**src/rtl/ps2_key_decoder.sv**
```systemverilog
// rtl/ps2_key_decoder.sv - PS/2 scancode set 2 prefix decoder with key-event register and game-key flags
module ps2_key_decoder #(
  parameter int TIMEOUT_CYCLES = 50000,
  parameter int CNT_W          = 16
) (
  input  logic       Clock,
  input  logic       reset,
  input  logic       byte_valid,
  input  logic [7:0] byte_data,
  output logic       evt_valid,
  input  logic       evt_ready,
  output logic [7:0] evt_code,
  output logic       evt_ext,
  output logic       evt_release,
  output logic       jump_held,
  output logic       duck_held,
  output logic       start_pulse,
  output logic       overflow
);

  typedef enum logic [1:0] {
    IDLE    = 2'd0,
    EXT     = 2'd1,
    BRK     = 2'd2,
    EXT_BRK = 2'd3
  } state_t;

  state_t           r_state;
  state_t           w_next_state;
  logic [CNT_W-1:0] r_cnt;
  logic             w_timeout;
  logic             w_ignored;
  logic             w_is_e0;
  logic             w_is_f0;
  logic             w_evt_fire;
  logic             w_evt_ext;
  logic             w_evt_rel;
  logic             w_evt_load;
  logic             r_space_held;
  logic             r_up_held;
  logic             r_duck_held;
  logic             r_enter_held;

  assign w_is_e0   = (byte_data == 8'hE0);
  assign w_is_f0   = (byte_data == 8'hF0);
  assign w_ignored = (byte_data == 8'h00) || (byte_data == 8'hAA) || (byte_data == 8'hFA) ||
                     (byte_data == 8'hFE) || (byte_data == 8'hFF);
  // An arriving byte always wins over a timeout in the same cycle.
  assign w_timeout = (r_state != IDLE) && !byte_valid &&
                     (r_cnt == CNT_W'(TIMEOUT_CYCLES - 1));
  assign w_evt_load = w_evt_fire && (!evt_valid || evt_ready);

  // State register.
  always_ff @(posedge Clock) begin
    if (!reset) r_state <= IDLE;
    else        r_state <= w_next_state;
  end

  // Next-state decode: prefix bytes walk the state, any other byte completes a key.
  always_comb begin
    w_next_state = r_state;
    if (byte_valid) begin
      if (w_ignored) begin
        w_next_state = IDLE;
      end else begin
        case (r_state)
          IDLE:    w_next_state = w_is_e0 ? EXT : (w_is_f0 ? BRK : IDLE);
          EXT:     w_next_state = w_is_f0 ? EXT_BRK : (w_is_e0 ? EXT : IDLE);
          BRK:     w_next_state = w_is_e0 ? EXT_BRK : (w_is_f0 ? BRK : IDLE);
          EXT_BRK: w_next_state = (w_is_e0 || w_is_f0) ? EXT_BRK : IDLE;
          default: w_next_state = IDLE;
        endcase
      end
    end else if (w_timeout) begin
      w_next_state = IDLE;
    end
  end

  // Output decode: a non-prefix, non-ignored byte completes an event flavoured by the state.
  always_comb begin
    w_evt_fire = byte_valid && !w_ignored && !w_is_e0 && !w_is_f0;
    w_evt_ext  = (r_state == EXT) || (r_state == EXT_BRK);
    w_evt_rel  = (r_state == BRK) || (r_state == EXT_BRK);
  end

  // Inter-byte timeout counter, only runs while a prefix is pending.
  always_ff @(posedge Clock) begin
    if (!reset || byte_valid || (r_state == IDLE) || w_timeout) r_cnt <= '0;
    else                                                        r_cnt <= r_cnt + 1'b1;
  end

  // Event output register; a busy register drops the new event and flags overflow.
  always_ff @(posedge Clock) begin
    if (!reset) begin
      evt_valid   <= 1'b0;
      evt_code    <= 8'h00;
      evt_ext     <= 1'b0;
      evt_release <= 1'b0;
      overflow    <= 1'b0;
    end else begin
      overflow <= w_evt_fire && evt_valid && !evt_ready;
      if (w_evt_load) begin
        evt_valid   <= 1'b1;
        evt_code    <= byte_data;
        evt_ext     <= w_evt_ext;
        evt_release <= w_evt_rel;
      end else if (evt_valid && evt_ready) begin
        evt_valid <= 1'b0;
      end
    end
  end

  // Game-key state tracks every decoded event, independent of the consumer handshake.
  always_ff @(posedge Clock) begin
    if (!reset) begin
      r_space_held <= 1'b0;
      r_up_held    <= 1'b0;
      r_duck_held  <= 1'b0;
      r_enter_held <= 1'b0;
      start_pulse  <= 1'b0;
    end else begin
      start_pulse <= 1'b0;
      if (w_evt_fire) begin
        if (!w_evt_ext && byte_data == 8'h29) r_space_held <= !w_evt_rel;
        if ( w_evt_ext && byte_data == 8'h75) r_up_held    <= !w_evt_rel;
        if ( w_evt_ext && byte_data == 8'h72) r_duck_held  <= !w_evt_rel;
        if (!w_evt_ext && byte_data == 8'h5A) begin
          r_enter_held <= !w_evt_rel;
          start_pulse  <= !w_evt_rel && !r_enter_held;
        end
      end
    end
  end

  assign jump_held = r_space_held || r_up_held;
  assign duck_held = r_duck_held;

endmodule
```
**config.mk**
```make
export PLATFORM = sky130hd
export DESIGN_NAME = ps2_key_decoder
export DESIGN_NICKNAME = d
export VERILOG_FILES = /design/src/rtl/ps2_key_decoder.sv
export SDC_FILE = /design/constraint.sdc
export NUM_CORES = 1
export LEC_CHECK = 0
export ABC_AREA = 1
export BUFFER_PORTS_ARGS = -buffer_cell sky130_fd_sc_hd__buf_2
export CAP_MARGIN = 20
export CELL_PAD_IN_SITES_DETAIL_PLACEMENT = 0
export CELL_PAD_IN_SITES_GLOBAL_PLACEMENT = 1
export CORE_MARGIN = 5
export CORE_UTILIZATION = 35
export DETAILED_ROUTE_END_ITERATION = 6
export PLACE_DENSITY = 0.8
export SYNTH_ARGS = -nofsm -noshare
export SYNTH_HDL_FRONTEND = slang
export SYNTH_SLANG_ARGS = --single-unit
```
**constraint.sdc**
```tcl
create_clock -name Clock -period 2.9 [get_ports Clock]
set_clock_uncertainty 0.15 [all_clocks]
set_input_delay 0 -clock Clock [delete_from_list [all_inputs] [get_ports Clock]]
set_output_delay 0 -clock Clock [all_outputs]
set_load 0.005 [all_outputs]
```
* Word level (Yosys, flattened, before mapping)
Index checks and enable logic that the tools add are counted.
** Word-level totals
- Flip-flop bits (word level) :: 35
- Input bits :: 12
- Output and inout bits :: 15
- Word-level logic and storage cells :: 85
** Cells by class
- Add/sub/neg operators :: 1
- Equality and inequality tests :: 14
- Muxes and demuxes :: 12
- Reduce and logical (&&, ||, !) cells :: 46
** Operators with widths (count)
- $eq 8x8->1 const B :: 6
- $eq 8x7->1 const B :: 3
- $add 16x1->16 const B :: 1
- $eq 16x16->1 const B :: 1
- $mux 2 :: 8
- $logic_and 1x1->1 :: 14
- $logic_or 1x1->1 :: 12
- $logic_not 1->1 :: 10
- $eq 8x6->1 const B :: 1
- $logic_not 8->1 :: 1
- $pmux 2 s4 :: 1
- $reduce_and 2->1 :: 4
- $reduce_bool 2->1 :: 3
- $eq 2x2->1 const B :: 2
- $mux 1 :: 3
- $reduce_and 3->1 :: 1
- $eq 2x1->1 const B :: 1
- $logic_not 2->1 :: 1

* Logic depth before layout (Yosys ltp)
Gate-level depths: netlist (run 1).
- Depth after elaboration :: 11
- Depth in mapped cells :: 11
- Mapped depth without buffers :: 10

* Worst setup path before layout (run 1)
OpenSTA, ideal clock, no wires.
- Path type :: register -> register
- From :: reg r_cnt[0]
- To :: reg r_cnt[3]
- Library setup time :: 0.116 ns
- Data arrival time :: 1.299 ns
- Required time :: 2.634 ns
- Slack :: 1.335 ns
- Stages on the path, launching flop included :: 10
- Buffers on the path :: 1
- Clock period less this slack :: 1.565 ns
- Cell sequence :: dfxtp_1 > ha_1 > nand2_1 > nor2_1 > inv_1 > nor2_1 > nand4_1 > nand4_2 > buf_4 > a21oi_1
** Between the ends
- Longest elaborated chain between the ends :: 3
- Elaborated cells on any way between the ends :: 4
- Those cells by class :: 1 x add/sub; 1 x eq/ne; 2 x reduce/logical
** RTL lines
- start: declaration :: RTL line 30 : logic [CNT_W-1:0] r_cnt;
- start signal: assignment :: RTL line 89 : else r_cnt <= r_cnt + 1'b1;
- branches (longest 3 deep; another with $add 16x1->16)
Parallel ways; which one is timed is not known.
A chain may end at the register's enable or synchronous reset.

* Final worst setup path (run 1)
- From :: in byte_data[0]
- To :: reg evt_valid
** Between the ends
- Longest elaborated chain between the ends :: 11
- Elaborated cells on any way between the ends :: 20
- Those cells by class :: 6 x eq/ne; 1 x mux; 13 x reduce/logical
** RTL lines
- start: declaration :: RTL line 9 : input logic [7:0] byte_data,
- $eq 8x8->1 or $logic_not 8->1 (tied branches) :: RTL line 46 : assign w_ignored = (byte_data == 8'h00) || (byte_data == 8'hAA) || (byte_data == 8'hFA) ||
- $logic_or 1x1->1 (3 in a row) :: RTL line 46
- $logic_or 1x1->1 :: RTL line 47 : (byte_data == 8'hFE) || (byte_data == 8'hFF);
- $logic_not 1->1 :: RTL line 81 : w_evt_fire = byte_valid && !w_ignored && !w_is_e0 && !w_is_f0;
- $logic_and 1x1->1 (2 in a row) :: RTL line 81
- $logic_and 1x1->1 * :: RTL line 81
- $logic_and 1x1->1 * :: RTL line 51 : assign w_evt_load = w_evt_fire && (!evt_valid || evt_ready);
- $mux 1 or $reduce_bool 2->1 (tied branches)
- end signal: assignment :: RTL line 95 : evt_valid <= 1'b0;
- end signal: assignment :: RTL line 103 : evt_valid <= 1'b1;
- end signal: assignment :: RTL line 108 : evt_valid <= 1'b0;
- end: declaration :: RTL line 10 : output logic evt_valid,
Mark *: on every way between the ends. The rest lies on a longest branch, timed or not.

==> summary.txt, run 1 <==
DR pass1 iterations: 4
setup TNS: 0 ns
commonest non-fill, non-tap cell in the layout: nor2_1
post-synthesis adder-cell area fraction: 0.6831%
RSZ-0062 raised after global routing: no
main combinational cell family by area after synthesis: simple AND/OR/NAND/NOR gates
Net Count, Synth: 288
VDD IR max: 130.3 µV
Sequential Power Share: 51.6%
antenna violations before repair: 0
core area: 5107 µm²
Port Buffers: 26
crit start category: primary input
Root Buffer: clkbuf_8
Synth cell types: 26
Routed Antenna Nets: 0
drt initial violations: 88
worst min path class: in -> reg
Cells after Synth: 275
Final Hold Vio Count: 0
CTS tree: yes
mux share of post-synthesis cell area: 0%
Die ar.: 6781 µm²
Fillers: 567
status: finished, final reports clean
xor-xnor portion of the synthesized cell area: 2.391%
Clk network pwr share: 37.5%
fraction of the mapped netlist area in simple logic gates: 47.27%
total gr overflow: 0
synthesized cell area: 1832 µm²
combinational fraction of design power: 10.9%
Starting Density: 35.86%
total track usage: 13.99%
DR vias: 1737
switching pwr: 245.5 µW
# hold bufs at CTS: 7
global-route wire length before repair: 7341 µm
clock slew at reported path FFs: 0.07 ns
largest net degree at the start of global routing: 19
WS Path Type: in -> reg
CP arrival: 2.15 ns
Syn Area/Cell: 6.661 µm²
Nets: 323
Sw Share: 25.40%
H-tree Lvls: 2
postcts setup bufs: 0
post-synthesis compound-gate area fraction: 2.732%
share of layout cells above drive strength 1: 18.06%
die width: 82.35 µm
leakage power: 0.9349 nW
Fmax: 0.4725 GHz
Max-Cap Viols: 0
CP required: 2.94 ns
WL/cell: 11.19 µm
die height: 82.35 µm
fin worst setup slack: 0.7834 ns
clock sinks: 35
pwr dens: 445.1 nW/µm²
Tmin final: 2.117 ns
vias in the first global route: 1669
Clk Latency, worst-skew pair: 0.29 ns
final setup violation count: 0
CP Max Fanout: 18
Slew Viols, Final: 0
clock buffer depth: 2
measured slew at the worst slew-check pin: 0.5407 ns
FF+latch count, synth: 35
DRC Markers: 0
Layout area overhead: 18.58%
Ys Warns: 0
pre-CTS setup slack: 1.141 ns
DP HPWL: 3267 µm
final period utilization: 72.98%
relative slew slack: 63.87%
Seq/Total Area, Yosys: 38.25%
Worst Setup End Kind: flop
post-CTS sizing: 0
row cnt: 26
Final GP Congestion: 0.8569
internal power: 721.3 µW
antenna cells: 0
Vias/cell: 4.571
IO Pins: 27
final wirelength: 4254 µm
most frequent cells in the layout: nor2_1, nand2_1, dfxtp_1, inv_1, buf_2
Util after Layout: 42.53%
clock buffer count from CTS: 5
-- worst paths after layout --
kind                            depth (start not counted)  slack [ns]    startpoint          end
worst max-delay path                                    7        0.78  byte_data[0]    evt_valid
worst min-delay path                                    5       0.007  byte_data[5]  evt_code[5]
worst max register to register                          8        1.16      r_cnt[0]     r_cnt[2]
worst min register to register                          1        0.29      r_cnt[0]     r_cnt[0]
-- routing by layer --
layer	up-vias	share of wire, %	GRT usage, %
li1	937	-	-
met1	760	52	18.93
met2	32	43	21.39
met3	8	3.4	2.386
met4	0	2.0	6.811
met5	-	0	0
-- power by group through the flow --
stage	combinational, mW	clock (mW)	sequential (mW)
after global placement	0.0996	0	0.510
final	0.106	0.362	0.499
after CTS	0.107	0.368	0.499
after detailed placement	0.0997	0	0.510
after floorplan	0.0625	0	0.512
after global routing	0.121	0.393	0.500
-- final cells by class --
type / count / area, µm² / area share (%)
Timing Repair Buffer: 33 / 200.2 / 9.217
Multi-Input combinational cell: 202 / 972.2 / 44.76
Clock buffer: 6 / 82.58 / 3.802
Sequential cell: 35 / 700.7 / 32.26
Clock inverter: 1 / 5.005 / 0.2304
Inverter: 33 / 123.9 / 5.703
Tap cell: 70 / 87.58 / 4.032
-- cells in the mapped netlist (all sizes together) --
library cell / number / area share [%]
ha: 1 / 0.68
xor2: 2 / 0.96
nand3: 12 / 3.8
nand4: 20 / 8.3
and3: 1 / 0.34
or2: 2 / 0.68
nand2: 57 / 12
a21oi: 7 / 1.9
o21ai: 3 / 0.82
buf: 5 / 1.9
nor3: 12 / 3.6
xnor2: 3 / 1.4
nor2: 82 / 19
dfxtp: 35 / 38
inv: 33 / 6.8
-- logic make-up (layout without fill, tap and decap cells) --
logic type	Yosys count	after routing
adder cells (fa/ha/maj)	1	1
AND/OR/NAND/NOR	186	186
flip-flops	35	35
XOR/XNOR	5	5
AO/OA/AOI/OAI	10	10
buffers and inverters	38	73
-- metrics by stage --
step / hold WS (ns) / area (µm²) / total power, mW / std cells
6_report: 0.007257 / 2172 / 0.9668 / 380
5_1_grt: 0.02724 / 2172 / 1.015 / 380
4_1_cts: 0.001159 / 2172 / 0.9740 / 380
3_5_place_dp: 0.1957 / 2014 / 0.6098 / 366
3_3_place_gp: 0.1982 / 2014 / 0.6094 / 366
2_1_floorplan: 0.07280 / 1832 / 0.5741 / 275
-- state kept, by name, indices dropped and copies added (netlist names) --
| signal | cells |
|---|---|
| evt_valid | 1 |
| overflow | 1 |
| r_cnt | 16 |
| r_up_held | 1 |
| start_pulse | 1 |
| r_space_held | 1 |
| evt_release | 1 |
| r_enter_held | 1 |
| r_state | 2 |
| evt_code | 8 |
| duck_held | 1 |
| evt_ext | 1 |
-- worst max-delay path: stages --
cell and delay (ns):
dlygate4sd3_1 0.53, buf_2 0.14, nor2_1 0.16, nand4_2 0.46
nand3_2 0.21, dlygate4sd3_1 0.58, nand2_1 0.05
Note: power is estimated with default switching activity, not from simulation.
==> inputs of run 2 (changes only) <==
clock period = 2.1 ns   (was 2.9 ns; I/O delays follow)
==> run 2 against run 1 <==
First-iteration DRC count rose by 17%. Sequential cell count did not move. Sequential share of layout area fell by 0.26 points. Count of clock-buffer cells in the layout did not move. Critical path depth rose by 1. Power rose by 37%. Clock power rose by 35%. Sequential power rose by 38%. Via count rose by 0.98%. Die area did not move. Cell count rose by 0.53%. Routed wire length fell by 4.0%. Highest routed layer unchanged.
==> summary.txt, run 2 (synthesized netlist as in run 1, its figures left out) <==
die width: 82.35 µm
post-CTS sizing: 0
final wirelength: 4083 µm
setup TNS: 0 ns
routing usage on met3: 3.254%
DP HPWL: 3194 µm
relative slew slack: 70.55%
busiest grt layer: met2
Routed Antenna Nets: 0
CTS tree: yes
worst hold path depth: 5
vias in the first global route: 1639
Post-DP Area: 2022 µm²
drt initial violations: 103
Fillers: 571
DR pass1 iterations: 4
final setup violation count: 0
Max-Cap Viols: 0
total track usage: 13.62%
clock buffer depth: 2
CP Max Fanout: 16
measured slew at the worst slew-check pin: 0.4407 ns
reg-to-reg critical path startpoint: r_cnt[0]
Multi-input gate area: 972.2 µm²
Port Buffers: 26
DR vias: 1754
Nets: 325
Regs by FF count: r_cnt x16, evt_code x8, r_state x2
CP arrival: 1.81 ns
WS Path Type: reg -> reg
R2R cell count: 8
IO Pins: 27
row cnt: 26
clock slew at reported path FFs: 0.07 ns
H-tree Lvls: 2
Layout area overhead: 19.54%
met1 Use GR: 18.63%
Starting Density: 35.86%
global-route wire length before repair: 7189 µm
Slew Viols, Final: 0
antenna violations before repair: 0
Layout Cell Area excl Fill: 2190 µm²
DRC Markers: 0
Final Hold Vio Count: 0
clock buffer count from CTS: 5
FF-to-FF End: r_cnt[14]
share of layout cells above drive strength 1: 18.27%
hold endpoint: evt_code[6]
final period utilization: 84.05%
Clk Latency, worst-skew pair: 0.28 ns
Tmin final: 1.765 ns
commonest non-fill, non-tap cell in the layout: nor2_1
leakage power: 0.9447 nW
total gr overflow: 0
Most flops, register: r_cnt
largest net degree at the start of global routing: 19
clock sinks: 35
Fmax: 0.5666 GHz
fin worst setup slack: 0.3350 ns
pre-CTS setup slack: 0.3178 ns
WL/cell: 10.69 µm
RSZ-0062 raised after global routing: no
most frequent cells in the layout: nor2_1, nand2_1, dfxtp_1, inv_1, buf_2
Largest register FFs: 16
Reg area: 700.7 µm²
met2 Use GR: 21.15%
HP Start: byte_data[6]
Vias/cell: 4.592
status: finished, final reports clean
antenna cells: 0
VDD IR max: 243.4 µV
register-to-register setup slack: 0.34 ns
CP required: 2.15 ns
crit start category: flop
worst min path class: in -> reg
pwr dens: 605.6 nW/µm²
Final GP Congestion: 0.8302
die height: 82.35 µm
Root Buffer: clkbuf_8
Die ar.: 6781 µm²
core area: 5107 µm²
Worst Setup End Kind: flop
[run 2: cell types whose count changed in the layout (fill, tap and decap cells not counted)]
cell           before  now
buf_4               0    1
dlygate4sd3_1       7    8
[run 2: repair_timing]
item | 4_1_cts | 5_1_grt
endpoints found under the setup margin | 0 | 0
setup buffers | 0 | 0
hold buffers | 8 | 0
endpoints found under the hold margin | 19 | 0
[run 2: power by group]
group / switching, mW / internal (mW) / total, mW
Clock: 0.233 / 0.257 / 0.490
Sequential: 0.00736 / 0.681 / 0.689
Combinational: 0.0885 / 0.0587 / 0.147
[run 2: worst max-delay path, stage by stage (launching register included)]
cell and delay (ns):
dfxtp_1 0.32, ha_1 0.21, nand2_1 0.09, nor2_1 0.06
inv_1 0.08, nor2_1 0.06, nand4_1 0.10, nand4_2 0.36
nor3_1 0.26
[run 2: cell type report]
cell class / instances / share of cell area, %
clock inverter: 1 / 0.2286
timing repair buffer: 35 / 9.943
multi-input combinational: 202 / 44.40
sequential: 35 / 32.00
inverter: 33 / 5.657
tap: 70 / 4.000
clock buffer: 6 / 3.771
[run 2: per-layer routing]
metal / up-vias / wire length [µm]
li1: 941 / -
met1: 775 / 2045
met2: 32 / 1774
met3: 6 / 214
met4: 0 / 48
met5: - / 0
[run 2: worst max path at each step]
stage | from | end | cells after the start | slack, ns
3_5_place_dp | r_cnt[0] | r_cnt[14] | 8 | 0.32
6_report | r_cnt[0] | r_cnt[14] | 8 | 0.34
4_1_cts | r_cnt[0] | r_cnt[14] | 8 | 0.31
2_1_floorplan | r_cnt[0] | r_cnt[3] | 9 | 0.54
3_3_place_gp | r_cnt[0] | r_cnt[12] | 8 | 0.39
5_1_grt | r_cnt[0] | r_cnt[10] | 8 | 0.09
[run 2: per-stage QoR]
| stage | util, % | hold slack, ns | cells | power (mW) |
|---|---|---|---|---|
| 3_5_place_dp | 39.59 | 0.1946 | 367 | 0.8418 |
| 3_3_place_gp | 39.59 | 0.1952 | 367 | 0.8421 |
| 5_1_grt | 42.87 | 0.05401 | 382 | 1.401 |
| 2_1_floorplan | - | 0.07280 | 275 | 0.7928 |
| 6_report | 42.87 | 0.002128 | 382 | 1.326 |
| 4_1_cts | 42.87 | 0.005600 | 382 | 1.346 |
